$ cat config.mk
export PLATFORM = sky130hd
export DESIGN_NAME = control_sequencer
export DESIGN_NICKNAME = d
export VERILOG_FILES = /design/src/rtl/sup1_pkg.sv /design/src/rtl/control_rom.sv /design/src/rtl/control_sequencer.sv
export SDC_FILE = /design/constraint.sdc
export NUM_CORES = 1
export LEC_CHECK = 0
export ABC_AREA = 1
export CORE_MARGIN = 2
export CORE_UTILIZATION = 43
export CTS_BUF_LIST = sky130_fd_sc_hd__clkbuf_16
export CTS_CLUSTER_DIAMETER = 120
export DETAILED_ROUTE_END_ITERATION = 10
export HOLD_SLACK_MARGIN = 0.05
export PLACE_DENSITY_LB_ADDON = 0.12
export SYNTH_ARGS = -nofsm -noshare
export SYNTH_HDL_FRONTEND = slang
export SYNTH_SLANG_ARGS = --single-unit
export TNS_END_PERCENT = 5
$ cat constraint.sdc
create_clock -name clk -period 2.4 [get_ports clk]
set_clock_uncertainty 0.15 [all_clocks]
set_input_delay 0.24 -clock clk [delete_from_list [all_inputs] [get_ports clk]]
set_output_delay 0.24 -clock clk [all_outputs]
set_load 0.005 [all_outputs]
$ cat src/rtl/sup1_pkg.sv
// Shared SUP-1 definitions: opcodes, control-word layout and microstep limits.
// Used by the sequencer, its decode ROM, the IR and the assembler-side bench.
package sup1_pkg;

    localparam int OPCODE_W = 4;
    localparam int STEP_W   = 3;
    localparam int MAX_STEP = 4;
    localparam int CW_W     = 15;

    localparam logic [3:0] OP_LDA = 4'h0;
    localparam logic [3:0] OP_ADD = 4'h1;
    localparam logic [3:0] OP_SUB = 4'h2;
    localparam logic [3:0] OP_STA = 4'h4;
    localparam logic [3:0] OP_LDI = 4'h5;
    localparam logic [3:0] OP_JMP = 4'h6;
    localparam logic [3:0] OP_JC  = 4'h7;
    localparam logic [3:0] OP_JZ  = 4'h8;
    localparam logic [3:0] OP_OUT = 4'hE;
    localparam logic [3:0] OP_HLT = 4'hF;

    // Bit indices of the packed control word, MSB first.
    localparam int CW_CO = 14;
    localparam int CW_CE = 13;
    localparam int CW_J  = 12;
    localparam int CW_MI = 11;
    localparam int CW_RO = 10;
    localparam int CW_RI = 9;
    localparam int CW_II = 8;
    localparam int CW_IO = 7;
    localparam int CW_AI = 6;
    localparam int CW_AO = 5;
    localparam int CW_BI = 4;
    localparam int CW_EO = 3;
    localparam int CW_SU = 2;
    localparam int CW_FI = 1;
    localparam int CW_OI = 0;

    typedef struct packed {
        logic co;
        logic ce;
        logic j;
        logic mi;
        logic ro;
        logic ri;
        logic ii;
        logic io;
        logic ai;
        logic ao;
        logic bi;
        logic eo;
        logic su;
        logic fi;
        logic oi;
    } ctrl_t;

endpackage

$ cat src/rtl/control_rom.sv
// Combinational microcode decode: (step, opcode, flags) -> control word,
// plus the last-step marker and the halt request for the sequencer.
module control_rom
    import sup1_pkg::*;
#(
    parameter int OPCODE_W = 4
) (
    input  logic [STEP_W-1:0]   step,
    input  logic [OPCODE_W-1:0] opcode,
    input  logic                flag_c,
    input  logic                flag_z,
    output ctrl_t               cw,
    output logic                last_step,
    output logic                halt_req
);

    always_comb begin
        cw        = '0;
        last_step = 1'b0;
        halt_req  = 1'b0;
        if (step == 3'd0) begin
            cw.co = 1'b1;
            cw.mi = 1'b1;
        end else if (step == 3'd1) begin
            cw.ro = 1'b1;
            cw.ii = 1'b1;
            cw.ce = 1'b1;
        end else begin
            // Execute steps end the instruction unless a multi-step op clears this.
            last_step = 1'b1;
            case (opcode)
                OP_LDA, OP_STA: begin
                    if (step == 3'd2) begin
                        cw.io     = 1'b1;
                        cw.mi     = 1'b1;
                        last_step = 1'b0;
                    end else if (step == 3'd3) begin
                        cw.ro = (opcode == OP_LDA);
                        cw.ai = (opcode == OP_LDA);
                        cw.ao = (opcode == OP_STA);
                        cw.ri = (opcode == OP_STA);
                    end
                end
                OP_ADD, OP_SUB: begin
                    if (step == 3'd2) begin
                        cw.io     = 1'b1;
                        cw.mi     = 1'b1;
                        last_step = 1'b0;
                    end else if (step == 3'd3) begin
                        cw.ro     = 1'b1;
                        cw.bi     = 1'b1;
                        last_step = 1'b0;
                    end else if (step == 3'd4) begin
                        cw.eo = 1'b1;
                        cw.ai = 1'b1;
                        cw.fi = 1'b1;
                        cw.su = (opcode == OP_SUB);
                    end
                end
                OP_LDI: begin
                    cw.io = (step == 3'd2);
                    cw.ai = (step == 3'd2);
                end
                OP_JMP: begin
                    cw.io = (step == 3'd2);
                    cw.j  = (step == 3'd2);
                end
                OP_JC: begin
                    cw.io = (step == 3'd2) && flag_c;
                    cw.j  = (step == 3'd2) && flag_c;
                end
                OP_JZ: begin
                    cw.io = (step == 3'd2) && flag_z;
                    cw.j  = (step == 3'd2) && flag_z;
                end
                OP_OUT: begin
                    cw.ao = (step == 3'd2);
                    cw.oi = (step == 3'd2);
                end
                OP_HLT: halt_req = (step == 3'd2);
                default: ;
            endcase
        end
    end

endmodule

$ cat src/rtl/control_sequencer.sv
// SUP-1 control unit: microstep counter, halt latch and reset gating around
// the decode ROM; drives one control word per clock to every bus agent.
module control_sequencer
    import sup1_pkg::*;
#(
    parameter int OPCODE_W = 4,
    parameter int MAX_STEP = 4
) (
    input  logic                clk,
    input  logic                rst,
    input  logic                run,
    input  logic [OPCODE_W-1:0] opcode,
    input  logic                flag_c,
    input  logic                flag_z,
    output logic                co,
    output logic                ce,
    output logic                j,
    output logic                mi,
    output logic                ro,
    output logic                ri,
    output logic                ii,
    output logic                io,
    output logic                ai,
    output logic                ao,
    output logic                bi,
    output logic                eo,
    output logic                su,
    output logic                fi,
    output logic                oi,
    output logic                hlt,
    output logic [STEP_W-1:0]   step
);

    localparam logic [STEP_W-1:0] LAST = STEP_W'(MAX_STEP);

    logic [STEP_W-1:0] step_q, step_d;
    logic              halted_q, halted_d;
    ctrl_t             rom_cw, cw;
    logic              last_step, halt_req;

    control_rom #(.OPCODE_W(OPCODE_W)) u_rom (
        .step      (step_q),
        .opcode    (opcode),
        .flag_c    (flag_c),
        .flag_z    (flag_z),
        .cw        (rom_cw),
        .last_step (last_step),
        .halt_req  (halt_req)
    );

    always_ff @(posedge clk) begin
        if (!rst) begin
            step_q   <= '0;
            halted_q <= 1'b0;
        end else begin
            step_q   <= step_d;
            halted_q <= halted_d;
        end
    end

    always_comb begin
        step_d   = step_q;
        halted_d = halted_q;
        if (run && !halted_q) begin
            // HLT parks on T2 so the frozen step shows where it stopped.
            if (halt_req)
                halted_d = 1'b1;
            else if (last_step || step_q >= LAST)
                step_d = '0;
            else
                step_d = step_q + 3'd1;
        end
    end

    // Reset is sampled synchronously, but the bus must go quiet the moment it asserts.
    assign cw  = (rst && !halted_q) ? rom_cw : '0;
    assign hlt = rst && halted_q;
    assign step = step_q;

    assign co = cw.co;
    assign ce = cw.ce;
    assign j  = cw.j;
    assign mi = cw.mi;
    assign ro = cw.ro;
    assign ri = cw.ri;
    assign ii = cw.ii;
    assign io = cw.io;
    assign ai = cw.ai;
    assign ao = cw.ao;
    assign bi = cw.bi;
    assign eo = cw.eo;
    assign su = cw.su;
    assign fi = cw.fi;
    assign oi = cw.oi;

endmodule

# Word level (Yosys, flattened, before mapping)
# Cells that the tools add are included.
[word_totals]
regBits = 4
in_bits = 9
wordCells = 72
[op_classes]
add_sub_neg = 1
magnitude_cmp = 1
n_eq_ne = 13
n_mux = 39
bitwise = 1
reduce_logical = 15
[op_table]
columns = ["operator", "count"]
rows = [
  ["$mux 1", 21],
  ["$eq 4x3->1 const B", 4],
  ["$mux 15", 1],
  ["$eq 4x4->1 const B", 3],
  ["$mux 11", 1],
  ["$mux 3", 3],
  ["$mux 2", 4],
  ["$mux 4", 2],
  ["$mux 8", 1],
  ["$eq 3x2->1 const B", 2],
  ["$pmux 1 s3", 2],
  ["$reduce_or 2->1", 3],
  ["$logic_and 1x1->1", 5],
  ["$eq 4x1->1 const B", 1],
  ["$eq 4x2->1 const B", 1],
  ["$logic_not 4->1", 1],
  ["$pmux 1 s2", 2],
  ["$pmux 1 s4", 1],
  ["$pmux 2 s2", 1],
  ["$reduce_and 2->1", 2],
  ["$reduce_or 4->1", 1],
  ["$add 3x1->3 const B", 1],
  ["$eq 3x1->1 const B", 1],
  ["$eq 3x3->1 const B", 1],
  ["5 further kinds", 5],
]

# Longest topological paths before layout
[logic_depth]
word_depth = 8
depth_mapped = 9
ltp_nobuf = 9

# Hierarchy
# From an unflattened synthesis, not the netlist that was laid out.
[hier_totals]
cells_unflattened = 130
area_unflattened_um2 = 661.9
[by_module_without_submodules]
columns = ["module", "instances", "cells_each", "area_per_inst_um2"]
rows = [
  ["control_sequencer", 1, 66, 369.1],
  ["control_rom", 1, 64, 292.8],
]

# Least setup slack after synthesis
# OpenSTA, ideal clock, no wires.
[synth_path]
path_type = "register to output"
from = "register step_q[0], in the netlist step[0]"
to = "output port fi"
arrival_time_ns = 1.305
t_required_ns = 2.010
setup_slack_ns = 0.705
path_stages_with_launch = 9
path_buffers = 1
cell_sequence = "dfxtp_1 ha_1 ha_1 nor2_1 nand2_1 nor2_1 inv_1 nor2_1 buf_4"
[synth_via]
elab_chain_cells = 8
[synth_rtl]
columns = ["item", "line_no", "rtl"]
rows = [
  ["from (decl)", "control_sequencer.sv:36", "logic [STEP_W-1:0] step_q, step_d;"],
  ["from (signal assigned)", "control_sequencer.sv:56", "step_q <= step_d;"],
  ["$eq 3x3->1", "control_rom.sv:53", "end else if (step == 3'd4) begin"],
  ["$mux 3", "control_rom.sv:53", ""],
  ["$mux 3", "control_rom.sv:49", "end else if (step == 3'd3) begin"],
  ["$mux 4", "control_rom.sv:45", "if (step == 3'd2) begin"],
  ["$mux 4", "control_rom.sv:31", "case (opcode)"],
  ["$mux 8", "control_rom.sv:24", "end else if (step == 3'd1) begin"],
  ["$mux 11 (*)", "control_rom.sv:21", "if (step == 3'd0) begin"],
  ["$mux 15 (*)", "control_sequencer.sv:76", "assign cw = (rst && !halted_q) ? rom_cw : '0;"],
  ["to (decl)", "control_sequencer.sv:28", "output logic fi,"],
]
# Mark *: on every way between the ends. The rest lies on a longest branch, timed or not.

# Worst setup path after layout
[layout_path]
from = "register step_q[0], in the netlist step[0]"
to = "output port ao"
[layout_via]
elab_chain_cells = 7
[layout_rtl]
columns = ["item", "line_no", "rtl"]
rows = [
  ["$eq 3x2->1", "control_rom.sv:37", "end else if (step == 3'd3) begin"],
  ["$mux 2", "control_rom.sv:37", ""],
  ["$mux 2", "control_rom.sv:33", "if (step == 3'd2) begin"],
  ["$pmux 1 s2", "control_rom.sv:31", ""],
  ["$mux 8", "control_rom.sv:24", ""],
  ["$mux 11 (*)", "control_rom.sv:21", ""],
  ["$mux 15 (*)", "control_sequencer.sv:76", ""],
  ["to (decl)", "control_sequencer.sv:24", "output logic ao,"],
]
# Marked as above.

==> flow_summary.toml <==
[outcome]
status = "finished, final reports clean"

[floorplan]
num_rows = 13
ioPinCount = 28
dieWidth_um = 41.18
start_util_pct = 45.67
die_area_um2 = 1695
chipHeight_um = 41.18
coreArea_um2 = 1301

[synthesis]
yosys-top-cells-area = "nand2_1, dfxtp_1, ha_1, inv_1, nor2_1"
avgSynthCellArea_um2 = 5.715
synth_nets = 119
yosysWarningCount = 0
synthCells = 104
yosys_register_bits = 4
yosysTopAreaCell = "nand2_1"
ys_seq_area_share_pct = 13.47
synthDistinctLibCells = 23
syn_area_um2 = 594.3
synth_top_area_share_pct = 15.16

[critical_path]
path_class = "reg -> out"
cp-start-kind = "flop"
r2r_slack_ns = 0.89
critPathCaptureType = "output pin"
startpoint = "step[0]"
cp_slowest_cell = "clkdlybuf4s50_1"
slowest_delay_ns = 0.49
path_max_fanout = 5
crit_cells = 9
critPathTopFamily = "buffers and inverters"
cp_data_required_time_ns = 2.01
cp.buffers_inverters = 3
r2r.worst_path.cells = 9
crit_arrival_ns = 1.94
reg2reg_to = "step[1]"
r2r-start = "step[0]"
endpoint = "ao"
crit_chain = "inv_2, ha_2, nand2_4, inv_2, nor2_2, nand2_2, nor2_2, or2_1, clkdlybuf4s50_1"

[routing]
via_count = 726
wl_mm = 1.562
ant_nets = 0
dr.pass1.iters = 4
drt_iter0_drc = 7
vias_per_cell = 4.872
drc = 0
wl_per_cell_um = 10.48

[pwr]
p_seq_share_pct = 16.5
p_sw_mw = 0.1180
combPwrFrac_pct = 27.7
ir_drop_uv = 574.2
p_per_area_nw_per_um2 = 463.1
swShare_pct = 25.59
power.clock.fraction_pct = 55.8
leakagePower_nw = 0.5634
p_int_mw = 0.3432
finalPower_mw = 0.4613

[sta]
min_period_over_period_pct = 96.90
final-max-slew-violation-count = 0
holdWs_ns = 0.3515
slew_headroom_pct = 77.31
hold_viol_final = 0
layout_min_cycle_time_ns = 2.326
rsz0062_at_grt = "yes"
setup_tns_ns = 0
setup_violations = 0
tightest_slew_ns = 0.3372
timing.fmax_mhz = 430.0

[layout]
final_util_pct = 76.54
area_growth_pct = 67.58
stdcell_count = 149
final_cell_mix = "nand2_1, clkdlybuf4s50_1, inv_1"
drive_gt1_share_pct = 20.90
antenna_cells = 0
final_common_cell = "nand2_1"
layout.nets = 151

[grt]
overflow = 0
grt_max_degree = 9
grt_usage_pct = 22.78
grt_pass1_wl_mm = 2.484
met1_usage_pct = 22.12
grt_pass1_vias = 651
met3_usage_pct = 4.891
grtUsageMet2_pct = 42.58
busiest_layer = "met2"
antenna_found_initial = 0

[clock_network]
postCtsSetupBuffers = 0
cts_hold_buf = 0
clk_path_buf_depth = 2
clock_sinks = 4
cts_tree = "built"
htree_num_levels = 1
root_buffer = "clkbuf_16"
clkLatencyLatePin_ns = 0.22
cts_buffers = 3
clkTransAtPathRegs_ns = 0.03

[hold_path]
min-delay-path-class = "reg -> reg"

[job]
maxCapViolations = 0

[placed_design]
place_hpwl_mm = 1.222
dp.cells = 146
gp_congestion = 0.8200
port_buffers = 27
-- cell usage after synthesis, drive strengths merged --
| library cell | instances |
|---|---|
| or2 | 1 |
| nand3b | 1 |
| ha | 6 |
| a21oi | 3 |
| nand4 | 2 |
| o31ai | 1 |
| nor4 | 1 |
| nor3 | 4 |
| nand3 | 8 |
| o21ai | 1 |
| buf | 2 |
| inv | 20 |
| a22oi | 1 |
| nor2 | 20 |
| dfxtp | 4 |
| nand2 | 28 |
| o22ai | 1 |
-- how the worst min path moves through the flow --
stage	from	endpoint	slack (ns)	depth (start not counted)
floorplan	rst	halted_q	0.22	2
global placement	halted_q	halted_q	0.35	2
detailed placement	halted_q	halted_q	0.36	2
CTS	step[1]	step[1]	0.36	2
global route	step[1]	step[1]	0.39	2
finish	step[2]	step[2]	0.35	2
-- stage by stage --
stage / setup slack (ns) / cell area (um2)
3_5_place_dp: 0.08197 / 883.3
2_1_floorplan: 0.7055 / 594.3
3_3_place_gp: 0.08556 / 883.3
5_1_grt: -0.06474 / 996.0
4_1_cts: 0.009057 / 964.7
6_report: 0.07435 / 996.0
-- per-layer routing --
| metal | share of wire [%] | vias to the layer above |
|---|---|---|
| met5 | 0 | - |
| met4 | 0 | 0 |
| met3 | 3.5 | 0 |
| met2 | 56 | 14 |
| met1 | 41 | 327 |
| li1 | - | 385 |
-- area by class of cell --
| type | instances | area (um2) |
|---|---|---|
| Multi-Input combinational cell | 78 | 444.2 |
| Fill cell | 107 | 305.3 |
| Timing Repair Buffer | 29 | 299.0 |
| Sequential cell | 4 | 83.83 |
| Clock buffer | 3 | 75.07 |
| Inverter | 20 | 75.07 |
| Tap cell | 15 | 18.77 |
-- cell families after synthesis --
kind of cell / count (synthesis) / share of synthesized area [%]
simple gates: 65 / 51.79
buf+inv: 22 / 15.16
compound gates: 7 / 6.947
fa+ha+maj: 6 / 12.63
flops: 4 / 13.47
-- registers in the layout (all words and copies together), names as in the netlist --
name      count
step          3
halted_q      1
-- tightest hold or removal path: cells and delay by family (launching register included) --
| family | cells | cell delay (ns) |
|---|---|---|
| AO/OA/AOI/OAI | 1 | 0.05 |
| flip-flops | 1 | 0.34 |
| AND/OR/NAND/NOR | 1 | 0.07 |
-- power groups by stage --
| stage | Clock (mW) | Combinational [mW] | Sequential (mW) |
|---|---|---|---|
| finish | 0.257 | 0.128 | 0.0763 |
| global placement | 0 | 0.118 | 0.0758 |
| CTS | 0.263 | 0.124 | 0.0761 |
| global route | 0.264 | 0.143 | 0.0774 |
| detailed placement | 0 | 0.120 | 0.0763 |
| floorplan | 0 | 0.0686 | 0.0759 |
-- repair_timing --
item	4_1_cts	5_1_grt
endpoints found under the setup margin	5	10
resized for setup	5	12
pin swaps	0	1
No activity file was read; power rests on OpenSTA's default activity.
